<file path="src/rtl/uart_pkg.sv">
// Shared UART definitions: FSM state encoding and parity mode constants,
// common to the transmitter and the planned receiver.
package uart_pkg;

  typedef enum logic [2:0] {
    ST_IDLE   = 3'd0,
    ST_START  = 3'd1,
    ST_DATA   = 3'd2,
    ST_PARITY = 3'd3,
    ST_STOP   = 3'd4
  } uart_state_t;

  localparam int PAR_NONE = 0;
  localparam int PAR_ODD  = 1;
  localparam int PAR_EVEN = 2;

endpackage

</file>
<file path="src/rtl/uart_tx_fifo.sv">
// Synchronous FIFO buffering words between the producer and the UART shifter.
// Pushes while full and pops while empty are dropped.
module uart_tx_fifo #(
  parameter int DEPTH = 4,
  parameter int WIDTH = 8
) (
  input  logic                     clk,
  input  logic                     rst,
  input  logic                     push,
  input  logic                     pop,
  input  logic [WIDTH-1:0]         wdata,
  output logic [WIDTH-1:0]         rdata,
  output logic                     full,
  output logic                     empty,
  output logic [$clog2(DEPTH):0]   count
);

  localparam int AW = $clog2(DEPTH);

  logic [WIDTH-1:0] mem [DEPTH];
  logic [AW-1:0]    wr_ptr;
  logic [AW-1:0]    rd_ptr;
  logic [AW:0]      cnt;
  logic             do_push;
  logic             do_pop;

  assign full    = (cnt == (AW+1)'(DEPTH));
  assign empty   = (cnt == '0);
  assign count   = cnt;
  assign rdata   = mem[rd_ptr];
  assign do_push = push && !full;
  assign do_pop  = pop && !empty;

  always_ff @(posedge clk) begin
    if (do_push) mem[wr_ptr] <= wdata;
  end

  always_ff @(posedge clk) begin
    if (rst) begin
      wr_ptr <= '0;
      rd_ptr <= '0;
      cnt    <= '0;
    end else begin
      if (do_push) wr_ptr <= wr_ptr + 1'b1;
      if (do_pop)  rd_ptr <= rd_ptr + 1'b1;
      case ({do_push, do_pop})
        2'b10:   cnt <= cnt + 1'b1;
        2'b01:   cnt <= cnt - 1'b1;
        default: cnt <= cnt;
      endcase
    end
  end

endmodule

</file>
<file path="src/rtl/uart_tx_cfg.sv">
// Configurable UART transmitter (data width, parity, stop bits, baud divisor)
// fed by a small FIFO. Parity support is compiled in with UART_TX_PARITY_EN.
module uart_tx_cfg
  import uart_pkg::*;
#(
  parameter int CLKS_PER_BIT = 279,
  parameter int DATA_BITS    = 8,
  parameter int PARITY       = 0,
  parameter int STOP_BITS    = 1,
  parameter int FIFO_DEPTH   = 4
) (
  input  logic                          clk,
  input  logic                          rst,
  input  logic [DATA_BITS-1:0]          tx_data,
  input  logic                          tx_valid,
  output logic                          tx_ready,
  output logic [$clog2(FIFO_DEPTH):0]   fifo_count,
  output logic                          busy,
  output logic                          txd,
  output uart_state_t                   dbg_state
);

  localparam int CW = $clog2(CLKS_PER_BIT);
  localparam int IW = $clog2(DATA_BITS + 1);

  initial begin
    if (CLKS_PER_BIT < 2) $error("CLKS_PER_BIT must be >= 2");
    if (DATA_BITS < 5 || DATA_BITS > 9) $error("DATA_BITS must be 5..9");
    if (PARITY < 0 || PARITY > 2) $error("PARITY must be 0, 1 or 2");
    if (STOP_BITS < 1 || STOP_BITS > 2) $error("STOP_BITS must be 1 or 2");
    if (FIFO_DEPTH < 2 || (FIFO_DEPTH & (FIFO_DEPTH - 1)) != 0)
      $error("FIFO_DEPTH must be a power of two >= 2");
  end

  // Handshake: a word is taken on every clk edge where tx_valid && tx_ready;
  // tx_ready depends only on the FIFO count, and tx_data is captured then.
  logic                 fifo_pop;
  logic                 fifo_full;
  logic                 fifo_empty;
  logic [DATA_BITS-1:0] fifo_rdata;

  assign tx_ready = !fifo_full;

  uart_tx_fifo #(
    .DEPTH (FIFO_DEPTH),
    .WIDTH (DATA_BITS)
  ) u_fifo (
    .clk   (clk),
    .rst   (rst),
    .push  (tx_valid && tx_ready),
    .pop   (fifo_pop),
    .wdata (tx_data),
    .rdata (fifo_rdata),
    .full  (fifo_full),
    .empty (fifo_empty),
    .count (fifo_count)
  );

  uart_state_t          state_r, state_n;
  logic [CW-1:0]        cnt_r, cnt_n;
  logic [IW-1:0]        idx_r, idx_n;
  logic [DATA_BITS-1:0] shift_r, shift_n;
  logic                 stop_r, stop_n;
  logic                 txd_r, txd_n;
  logic                 busy_r, busy_n;
  logic                 bit_done;
  logic                 par_bit;

`ifdef UART_TX_PARITY_EN
  localparam bit HAS_PAR = (PARITY != PAR_NONE);
  logic par_r;

  // Parity is fixed at pop time so the shifter needs no extra bookkeeping.
  always_ff @(posedge clk) begin
    if (rst)           par_r <= 1'b0;
    else if (fifo_pop) par_r <= (PARITY == PAR_ODD) ? ~^fifo_rdata : ^fifo_rdata;
  end
  assign par_bit = par_r;
`else
  localparam bit HAS_PAR = 1'b0;
  assign par_bit = 1'b0;
`endif

  assign bit_done  = (cnt_r == CW'(CLKS_PER_BIT - 1));
  assign txd       = txd_r;
  assign busy      = busy_r;
  assign dbg_state = state_r;

  always_ff @(posedge clk) begin
    if (rst) begin
      state_r <= ST_IDLE;
      cnt_r   <= '0;
      idx_r   <= '0;
      shift_r <= '0;
      stop_r  <= 1'b0;
      txd_r   <= 1'b1;
      busy_r  <= 1'b0;
    end else begin
      state_r <= state_n;
      cnt_r   <= cnt_n;
      idx_r   <= idx_n;
      shift_r <= shift_n;
      stop_r  <= stop_n;
      txd_r   <= txd_n;
      busy_r  <= busy_n;
    end
  end

  always_comb begin
    state_n  = state_r;
    cnt_n    = bit_done ? '0 : cnt_r + 1'b1;
    idx_n    = idx_r;
    shift_n  = shift_r;
    stop_n   = stop_r;
    txd_n    = txd_r;
    busy_n   = busy_r;
    fifo_pop = 1'b0;
    case (state_r)
      ST_IDLE: begin
        cnt_n = '0;
        if (!fifo_empty) begin
          fifo_pop = 1'b1;
          shift_n  = fifo_rdata;
          txd_n    = 1'b0;
          busy_n   = 1'b1;
          state_n  = ST_START;
        end else begin
          txd_n  = 1'b1;
          busy_n = 1'b0;
        end
      end
      ST_START: begin
        if (bit_done) begin
          idx_n   = '0;
          txd_n   = shift_r[0];
          state_n = ST_DATA;
        end
      end
      ST_DATA: begin
        if (bit_done) begin
          if (idx_r == IW'(DATA_BITS - 1)) begin
            if (HAS_PAR) begin
              txd_n   = par_bit;
              state_n = ST_PARITY;
            end else begin
              txd_n   = 1'b1;
              stop_n  = 1'b0;
              state_n = ST_STOP;
            end
          end else begin
            idx_n   = idx_r + 1'b1;
            shift_n = shift_r >> 1;
            txd_n   = shift_r[1];
          end
        end
      end
      ST_PARITY: begin
        if (bit_done) begin
          txd_n   = 1'b1;
          stop_n  = 1'b0;
          state_n = ST_STOP;
        end
      end
      ST_STOP: begin
        if (bit_done) begin
          if (stop_r == 1'(STOP_BITS - 1)) begin
            // Chain straight into the next start bit when a word is waiting.
            if (!fifo_empty) begin
              fifo_pop = 1'b1;
              shift_n  = fifo_rdata;
              txd_n    = 1'b0;
              state_n  = ST_START;
            end else begin
              txd_n   = 1'b1;
              busy_n  = 1'b0;
              state_n = ST_IDLE;
            end
          end else begin
            stop_n = 1'b1;
          end
        end
      end
      default: begin
        txd_n   = 1'b1;
        busy_n  = 1'b0;
        state_n = ST_IDLE;
      end
    endcase
  end

endmodule
</file>
<file path="config.mk">
export PLATFORM = sky130hd
export DESIGN_NAME = uart_tx_cfg
export DESIGN_NICKNAME = d
export VERILOG_FILES = /design/src/rtl/uart_pkg.sv /design/src/rtl/uart_tx_fifo.sv /design/src/rtl/uart_tx_cfg.sv
export SDC_FILE = /design/constraint.sdc
export NUM_CORES = 1
export LEC_CHECK = 0
export CORE_ASPECT_RATIO = 1.4
export CORE_UTILIZATION = 30
export DETAILED_ROUTE_END_ITERATION = 8
export DONT_BUFFER_PORTS = 1
export PLACE_DENSITY = 0.49
export SYNTH_ARGS = -nofsm -noshare
export SYNTH_HDL_FRONTEND = slang
export SYNTH_SLANG_ARGS = --single-unit
</file>
<file path="constraint.sdc">
create_clock -name clk -period 2.8 [get_ports clk]
set_input_delay 0.56 -clock clk [delete_from_list [all_inputs] [get_ports clk]]
set_output_delay 0.56 -clock clk [all_outputs]
set_load 0.03 [all_outputs]
</file>
==> run metrics, run 1 <==
Cells after DPL ~380; post-layout util 0.360; clk_skew about 0.0075 ns; Worst Setup Start Kind flip-flop; depth of the most critical reg-to-reg path 10; core area around 0.0096 mm²; Worst Hold Margin 0.286 ns; final non-filler cell total 393; crit path from cnt_r[1]; ys async rst share 0; Clock Latency Late Sink between 0.3 and 0.4 ns; arrival time at the worst endpoint 2.66 ns; status finished, final reports clean; GRT met1 Usage 0.135; r2r setup slk 0.41 ns; GR peak layer met2; Via density about 4.7; Setup Fix Bufs, Post-CTS 0; leak pwr between 1 and 1.5 nW; Reg clk slew, reported paths ~0.060 ns; max-cap viol count 0; Site Rows 42; prevailing post-synth register cell dfxtp_1; Die Area about 0.010 mm²; hold_sp rst; CTS Hold Bufs 0; Crit Path Category reg -> reg; H-Tree Depth 3; Synth area leaders edfxtp_1, dfxtp_1, mux4_2; Final Wtd Congestion 0.721; setup TNS 0 ns; Syn Nets 268; met2 usage 0.208; most frequent cell after synthesis dfxtp_1; post-route design area between 0.003 and 0.004 mm²; post-synth top area share 0.321; # diodes 0; Initial Util 0.313; syn_area_per_cell about 12 µm²; layout cells sized above 1 0.176; root buf cell clkbuf_16; Port Buffer Count 0; Crit path required time about 3.1 ns; Post-DP HPWL between 3 and 4 mm; cell taking the most area after synthesis edfxtp_1; # IOs 20; Power, Total approximately 3.2 mW; post-route ant nets 0; reg-to-reg startpoint cnt_r[1]; Worst-Margin Slew roughly 0.57 ns; setup slack at placement around 0.42 ns; CTS tree built; post-placement cell area 0.00316 mm²; routing usage on met3 0.0413; RSZ-0062 raised after global routing no; peak supply drop between 0.0003 and 0.0004 V; largest net degree at the start of global routing 27; Num CTS Buffers 9; overall die height between 100 and 150 µm; Nets 276; Synth top cells by count dfxtp_1, edfxtp_1, nor2_1; starting DRC count in detailed routing 77; Synth Warn # 0; Hold Crit Class in -> reg; Setup violations, final 0; Detailed Routing Iterations Pass 1 4; Power Density approximately 940 mW/mm²; reg-to-reg critical path endpoint u_fifo.count[2]; Critical Path End u_fifo.count[2]; GR Util All Layers 0.122; Final Hold Vio Count 0; gr ovfl total 0; endpoint type of the worst setup path flip-flop; vias between 1500 and 2000; first-pass GRT wire length 9.60 mm; number of synthesized flops with an enable pin 32; Synth Cell Area roughly 0.0030 mm²; Syn Inst Count between 200 and 250; Min Clock Period, post-route 2.39 ns; DRC Markers 0; relative slew slack 0.621; Final period util 0.855; Final Worst Setup Slack just over 0.4 ns; initial antenna violation count 0; CTS Sinks 67; CTS max path bufs 2; crit-path max FO 6; # resized after CTS 0; Slew Viols, Final 0; unique cell type count in the Yosys netlist 47; Max Freq 418 MHz; Yosys reg bits 67; WL final between 5 and 6 mm; Area growth, synth to finish 15.1%; vias in the first global route around 2000; WL/cell 14.5 µm; die width 86.4 µm; fraction of the yosys area taken by sequential cells 0.555
kinds of logic (layout without fill, tap and decap cells):
logic type	Yosys count	count (layout)	share of synthesized area
and+or+nand+nor	71	71	0.138
DFF	67	67	0.555
AOI/OAI and AO/OA	42	42	0.0945
buffers and inverters	31	44	0.0464
muxes	16	16	0.0899
xor gates and xnor gates	12	12	0.0351
adders and majority gates	9	9	0.0402
worst max-delay path, cell delays in order (launching register included):
cell	delay [ns]
dfxtp_1	0.40
ha_1	0.17
and4bb_2	0.31
a21boi_1	0.11
nor2_1	0.13
ha_1	0.19
inv_1	0.06
fa_1	0.37
xor2_1	0.15
or3_1	0.30
a21oi_1	0.14
worst min path at each step:
| stage | endpoint | cells past startpoint |
|---|---|---|
| after floorplan | shift_r[2] | 2 |
| after global placement | shift_r[6] | 2 |
| after detailed placement | shift_r[3] | 2 |
| after CTS | idx_r[1] | 1 |
| after global routing | busy | 1 |
| final | idx_r[1] | 1 |
where the power goes:
part           switching, mW  leakage (nW)  total, mW  internal (mW)
combinational          0.442         0.464      0.824          0.382
sequential             0.137         0.579       1.33           1.19
clock                  0.471         0.139       1.09          0.616
total                   1.05          1.18       3.24           2.19
cell type report:
class                   instances  area, µm²
fillers                       977       6120
inverters                      18       67.6
clock buffers                   9        225
multi-input cells             150       1190
well taps                     132        165
repair buffers                 10       75.1
flip-flops and latches         67       1660
clock inverters                 7       58.8
routing by layer:
layer  part of all wire  vias up  routed length, µm
li1                   -      933                  -
met1               0.43      874               2470
met2               0.50       29               2860
met3              0.043       10                245
met4              0.021        0                118
met5                  0        -                  0
flip-flops by register name, indices dropped and copies added, names as in the netlist, named ones only:
name,flops
u_fifo.rd_ptr,2
u_fifo.mem,32
shift_r,8
txd,1
busy,1
u_fifo.count,3
cnt_r,9
dbg_state,3
u_fifo.wr_ptr,2
idx_r,4
placed cells by master (no fill, tap or decap), drive strengths merged, types with 2 or more instances in the layout:
cell type | Yosys | routed
nor3 | 3 | 3
inv | 18 | 23
xnor2 | 3 | 3
dfxtp | 35 | 35
mux2 | 7 | 7
or3 | 6 | 6
xor2 | 9 | 9
a21o | 2 | 2
and2 | 2 | 2
and3 | 5 | 5
nor2 | 20 | 20
or4 | 3 | 3
and4bb | 2 | 2
edfxtp | 32 | 32
a21oi | 13 | 13
a211oi | 9 | 9
nor4 | 7 | 7
buf | 6 | 10
nand2 | 6 | 6
nand2b | 3 | 3
nand3 | 4 | 4
clkbuf | 7 | 9
ha | 8 | 8
nand4 | 3 | 3
o31ai | 3 | 3
mux4 | 8 | 8
o21ai | 8 | 8
No activity file was read; power rests on OpenSTA's default activity.
==> inputs of run 2 (changes only) <==
--- a/config.mk
+++ b/config.mk
@@ -10,6 +10,7 @@
 export DETAILED_ROUTE_END_ITERATION = 8
 export DONT_BUFFER_PORTS = 1
 export PLACE_DENSITY = 0.49
+export SETUP_SLACK_MARGIN = 0.15
 export SYNTH_ARGS = -nofsm -noshare
 export SYNTH_HDL_FRONTEND = slang
 export SYNTH_SLANG_ARGS = --single-unit
==> results of run 2 <==
Same layout as run 1: the final DEF is identical, and so are final timing and power.
==> inputs of run 3 (changes only) <==
--- a/config.mk
+++ b/config.mk
@@ -7,10 +7,12 @@
 export LEC_CHECK = 0
 export CORE_ASPECT_RATIO = 1.4
 export CORE_UTILIZATION = 30
+export CTS_BUF_LIST = sky130_fd_sc_hd__clkbuf_8
 export DETAILED_ROUTE_END_ITERATION = 8
 export DONT_BUFFER_PORTS = 1
 export PLACE_DENSITY = 0.49
 export SETUP_SLACK_MARGIN = 0.15
 export SYNTH_ARGS = -nofsm -noshare
 export SYNTH_HDL_FRONTEND = slang
+export SYNTH_HIERARCHICAL = 1
 export SYNTH_SLANG_ARGS = --single-unit
==> run metrics, run 3 <==
r2r setup slk ~0.36 ns; Hold Crit Class in -> reg; clk_skew 0.00448 ns; crit-path most repeated cell inv_1; setup slack at placement 0.224 ns; Syn Inst Count between 200 and 300; WL/cell between 10 and 15 µm; Reg clk slew, reported paths roughly 0.07 ns; syn_area_per_cell roughly 12 µm²; post-layout util 0.356; crit-path max FO 5; hold path endpoint u_fifo/count[2]; layout cells sized above 1 0.191; max-cap viol count 0; RSZ-0062 raised after global routing no; most common cell after layout, fill and taps aside dfxtp_1; Final Wtd Congestion 0.721; largest net degree at the start of global routing 29; max reg flops 32; starting DRC count in detailed routing 94; Num CTS Buffers 9; H-Tree Depth 3; fraction of the yosys area taken by sequential cells 0.552; Slew Viols, Final 0; GR Util All Layers 0.124; gr ovfl total 0; vias in the first global route between 1500 and 2000; DRC Markers 0; slowest CP cell fa_1; Worst-Margin Slew between 0.5 and 0.6 ns; CTS max path bufs 2; Power Density 860 mW/mm²; post-route ant nets 0; Final Hold Vio Count 0; most frequent cell after synthesis dfxtp_1; relative slew slack 0.646; Crit path required time around 3.1 ns; Site Rows 42; unique cell type count in the Yosys netlist 47; peak supply drop between 0.0004 and 0.0005 V; Synth Cell Area about 0.0030 mm²; post-route design area about 0.0034 mm²; Die Area 0.0104 mm²; reg-to-reg critical path endpoint u_fifo/count[2]; endpoint type of the worst setup path flip-flop; Post-DP HPWL 3.84 mm; ys async rst share 0; overall die height between 100 and 150 µm; first-pass GRT wire length between 9 and 10 mm; vias 1866; Largest Register u_fifo/mem; Max Freq a little over 400 MHz; Syn Nets roughly 270; Setup violations, final 0; core area around 0.0096 mm²; Min Clock Period, post-route 2.44 ns; CTS tree built; CTS Sinks 67; arrival time at the worst endpoint about 2.7 ns; Synth area leaders edfxtp_1, dfxtp_1, mux4_2; post-synth top area share 0.319; WL final around 5.5 mm; number of synthesized flops with an enable pin 32; Nets between 200 and 300; Yosys reg bits between 60 and 70; Final Worst Setup Slack approximately 0.36 ns; hold_sp rst; Clock Latency Late Sink approximately 0.35 ns; die width ~87 µm; highest-count cells in the layout ignoring fill and taps dfxtp_1, edfxtp_1, nor2_1, a21oi_1, o21ai_0; cell taking the most area after synthesis edfxtp_1; leak pwr approximately 1.2 nW; CP peak stage delay 0.36 ns; CTS Hold Bufs 0; Area growth, synth to finish 13.8%; Crit Path Category reg -> reg; reg-to-reg startpoint cnt_r[0]; Hold Path Stages 1; Port Buffer Count 0; # IOs 20; Detailed Routing Iterations Pass 1 4; Synth Warn # 6; initial antenna violation count 0; setup TNS 0 ns; Final period util 0.873; root buf cell clkbuf_8; Synth top cells by count dfxtp_1, edfxtp_1, a21oi_1, nor2_1, o21ai_0; depth of the most critical reg-to-reg path 13; Initial Util 0.313; Via density 4.68; Power, Total ~3 mW; crit-path cells inv_1, ha_1, and4b_2, nand2_2, a21boi_2, o31ai_2, inv_1, ha_2, inv_1, fa_1, xor2_1, or3_1, a21oi_1; status finished, final reports clean; Worst Setup Start Kind flip-flop; prevailing post-synth register cell dfxtp_1; post-placement cell area 0.00318 mm²; # diodes 0; Largest regs u_fifo/mem: 32 flops, cnt_r: 9 flops, shift_r: 8 flops
==> run 3: worst max-delay path: cells and delay by family, from the launching register on <==
family                   cells  cell delay, ns
XOR/XNOR                     1            0.15
adder cells (fa/ha/maj)      3            0.67
AND/OR/NAND/NOR              3            0.62
buffers and inverters        3            0.18
AO/OA/AOI/OAI                3            0.41
flip-flops                   1            0.34
==> run 3: cell families (layout without fill, tap and decap cells) <==
logic type                 count (synthesis)  in the layout  share of synthesized area
buffers and inverters                     24             39                     0.0366
adders and majority gates                  9              9                     0.0399
and+or+nand+nor                           78             78                      0.158
DFF                                       67             67                      0.552
muxes                                     17             17                     0.0898
xor gates and xnor gates                  12             12                     0.0349
AOI/OAI and AO/OA                         45             45                     0.0885
==> run 3: report_power, final <==
part	total [mW]	switching [mW]	internal [mW]
Clock	0.880	0.381	0.499
Combinational	0.727	0.376	0.351
Sequential	1.34	0.144	1.20
==> run 3: area by class of cell <==
cell class	instances	area, µm²
clock buffer	9	124
clock inverter	7	93.8
fill	967	6190
inverter	11	41.3
multi-input combinational	161	1250
sequential	67	1660
tap	132	165
timing repair buffer	12	90.1
==> run 3: through the flow <==
stage / instances / hold slack (ns)
6_report: 399 / 0.273
5_1_grt: 399 / 0.252
4_1_cts: 397 / 0.247
3_5_place_dp: 381 / 0.463
3_3_place_gp: 381 / 0.452
2_1_floorplan: 252 / 0.437
==> run 3: repair_timing <==
item | in CTS | in global routing
setup buffers | 0 | 2
hold endpoints to repair | 0 | 0
resized for setup | 0 | 6
setup endpoints to repair | 0 | 1
==> run 3: how the worst max path moves through the flow <==
stage | start | endpoint | slack [ns] | depth (start not counted)
finish | cnt_r[0] | u_fifo/count[2] | 0.36 | 13
global route | cnt_r[0] | u_fifo/count[2] | 0.14 | 13
CTS | cnt_r[0] | u_fifo/count[2] | 0.20 | 13
detailed placement | cnt_r[0] | u_fifo/count[2] | 0.22 | 13
global placement | cnt_r[0] | u_fifo/count[2] | 0.26 | 13
floorplan | cnt_r[0] | u_fifo/count[2] | 0.21 | 14
==> run 3: routing by layer <==
layer	vias to the layer above	global-route usage	part of all wire
li1	936	-	-
met1	900	0.134	0.42
met2	23	0.208	0.52
met3	7	0.0444	0.039
met4	0	0.0656	0.020
met5	-	0	0
==> patch, RTL diff (config.mk and constraints of run 3) <==
`HAS_PAR`: 1'b0 -> 1'b1.
--- a/src/rtl/uart_tx_cfg.sv
+++ b/src/rtl/uart_tx_cfg.sv
@@ -77,7 +77,7 @@
   end
   assign par_bit = par_r;
 `else
-  localparam bit HAS_PAR = 1'b0;
+  localparam bit HAS_PAR = 1'b1;
   assign par_bit = 1'b0;
 `endif
 
Formal check against the unedited RTL: same outputs for any inputs over 10 cycles, from zero or initial values and one cycle with rst high; that may be too few to reach the edited logic, so the function may still have changed.
==> patch against run 3 <==
  * Sequential cell count is the same
  * Worst setup slack lost 0.047 ns
  * Sequential share of layout area up 0.34 points
  * Synthesized cell count shrank 0.40%
  * Final area fell by 0.47%
  * Maximum frequency shrank 1.9%
  * Wire length rose by 5.0%
  * Clock skew rose by 0.0058 ns
  * Via count up 1.9%
  * Total power about the same
  * Sequential power is essentially flat
  * Clock power is 3.6% lower
  * Synthesized area increased by 0.17%
  * Largest cell class unchanged
==> patch: results <==
{
  "grt_use_met2": 0.215,
  "wl_met2_um": 3020,
  "seqCellArea_um2": 1670,
  "grt_max_degree": 25,
  "place_hpwl_um": 3950,
  "grt_pass1_vias": 1958,
  "nonClockBufferCount": 10,
  "seq_share": 0.489,
  "wl_met3_um": 193,
  "dpl_worst_slack_ns": 0.199,
  "met1_usage": 0.138,
  "finalNetCount": 279,
  "gp_congestion": 0.710,
  "gr-usage-all-layers": 0.126,
  "worstHoldEndpoint": "u_fifo/count[1]",
  "status": "completed",
  "inverters_excl_clock": 12,
  "combPwrFrac": 0.258,
  "synth.yosys.seq_area_share": 0.551,
  "yosys-top-cells-count": "dfxtp_1 (35), edfxtp_1 (32), nor2_1 (19)",
  "synth_area_per_cell_um2": 12.0,
  "comb.multi_input.count": 159,
  "syn_nets": 271,
  "ir_drop_mv": 0.364,
  "yosysUniqueCellTypes": 50,
  "placed_cell_area_um2": 3180,
  "fin_skew_ns": 0.0103,
  "worst_hold_slack_ns": 0.264,
  "cp_max_fo": 6,
  "met1Wirelength_um": 2440
}
patch: critical path, cell delays in order (launching register included):
cell     delay [ns]
dfxtp_2        0.35
inv_1          0.06
ha_1           0.12
and4b_2        0.26
nand2_1        0.10
a21oi_2        0.18
o31ai_2        0.10
inv_1          0.06
ha_1           0.18
inv_1          0.06
fa_1           0.37
xor2_1         0.15
or3_1          0.30
a21oi_1        0.14
patch: timing repair:
action,4_1_cts,5_1_grt
resized for setup,0,5
buffers inserted,0,0
setup endpoints to repair,0,1
hold buffers,0,0
patch: logic make-up (layout without fill, tap and decap cells):
kind of cell / Yosys count / in the layout / synth area share
AO/OA/AOI/OAI: 43 / 43 / 0.0934
buffers and inverters: 25 / 38 / 0.0398
adder cells (fa/ha/maj): 9 / 9 / 0.0398
flip-flops: 67 / 67 / 0.551
XOR/XNOR: 14 / 14 / 0.0407
multiplexers: 18 / 18 / 0.0929
AND/OR/NAND/NOR: 75 / 75 / 0.142
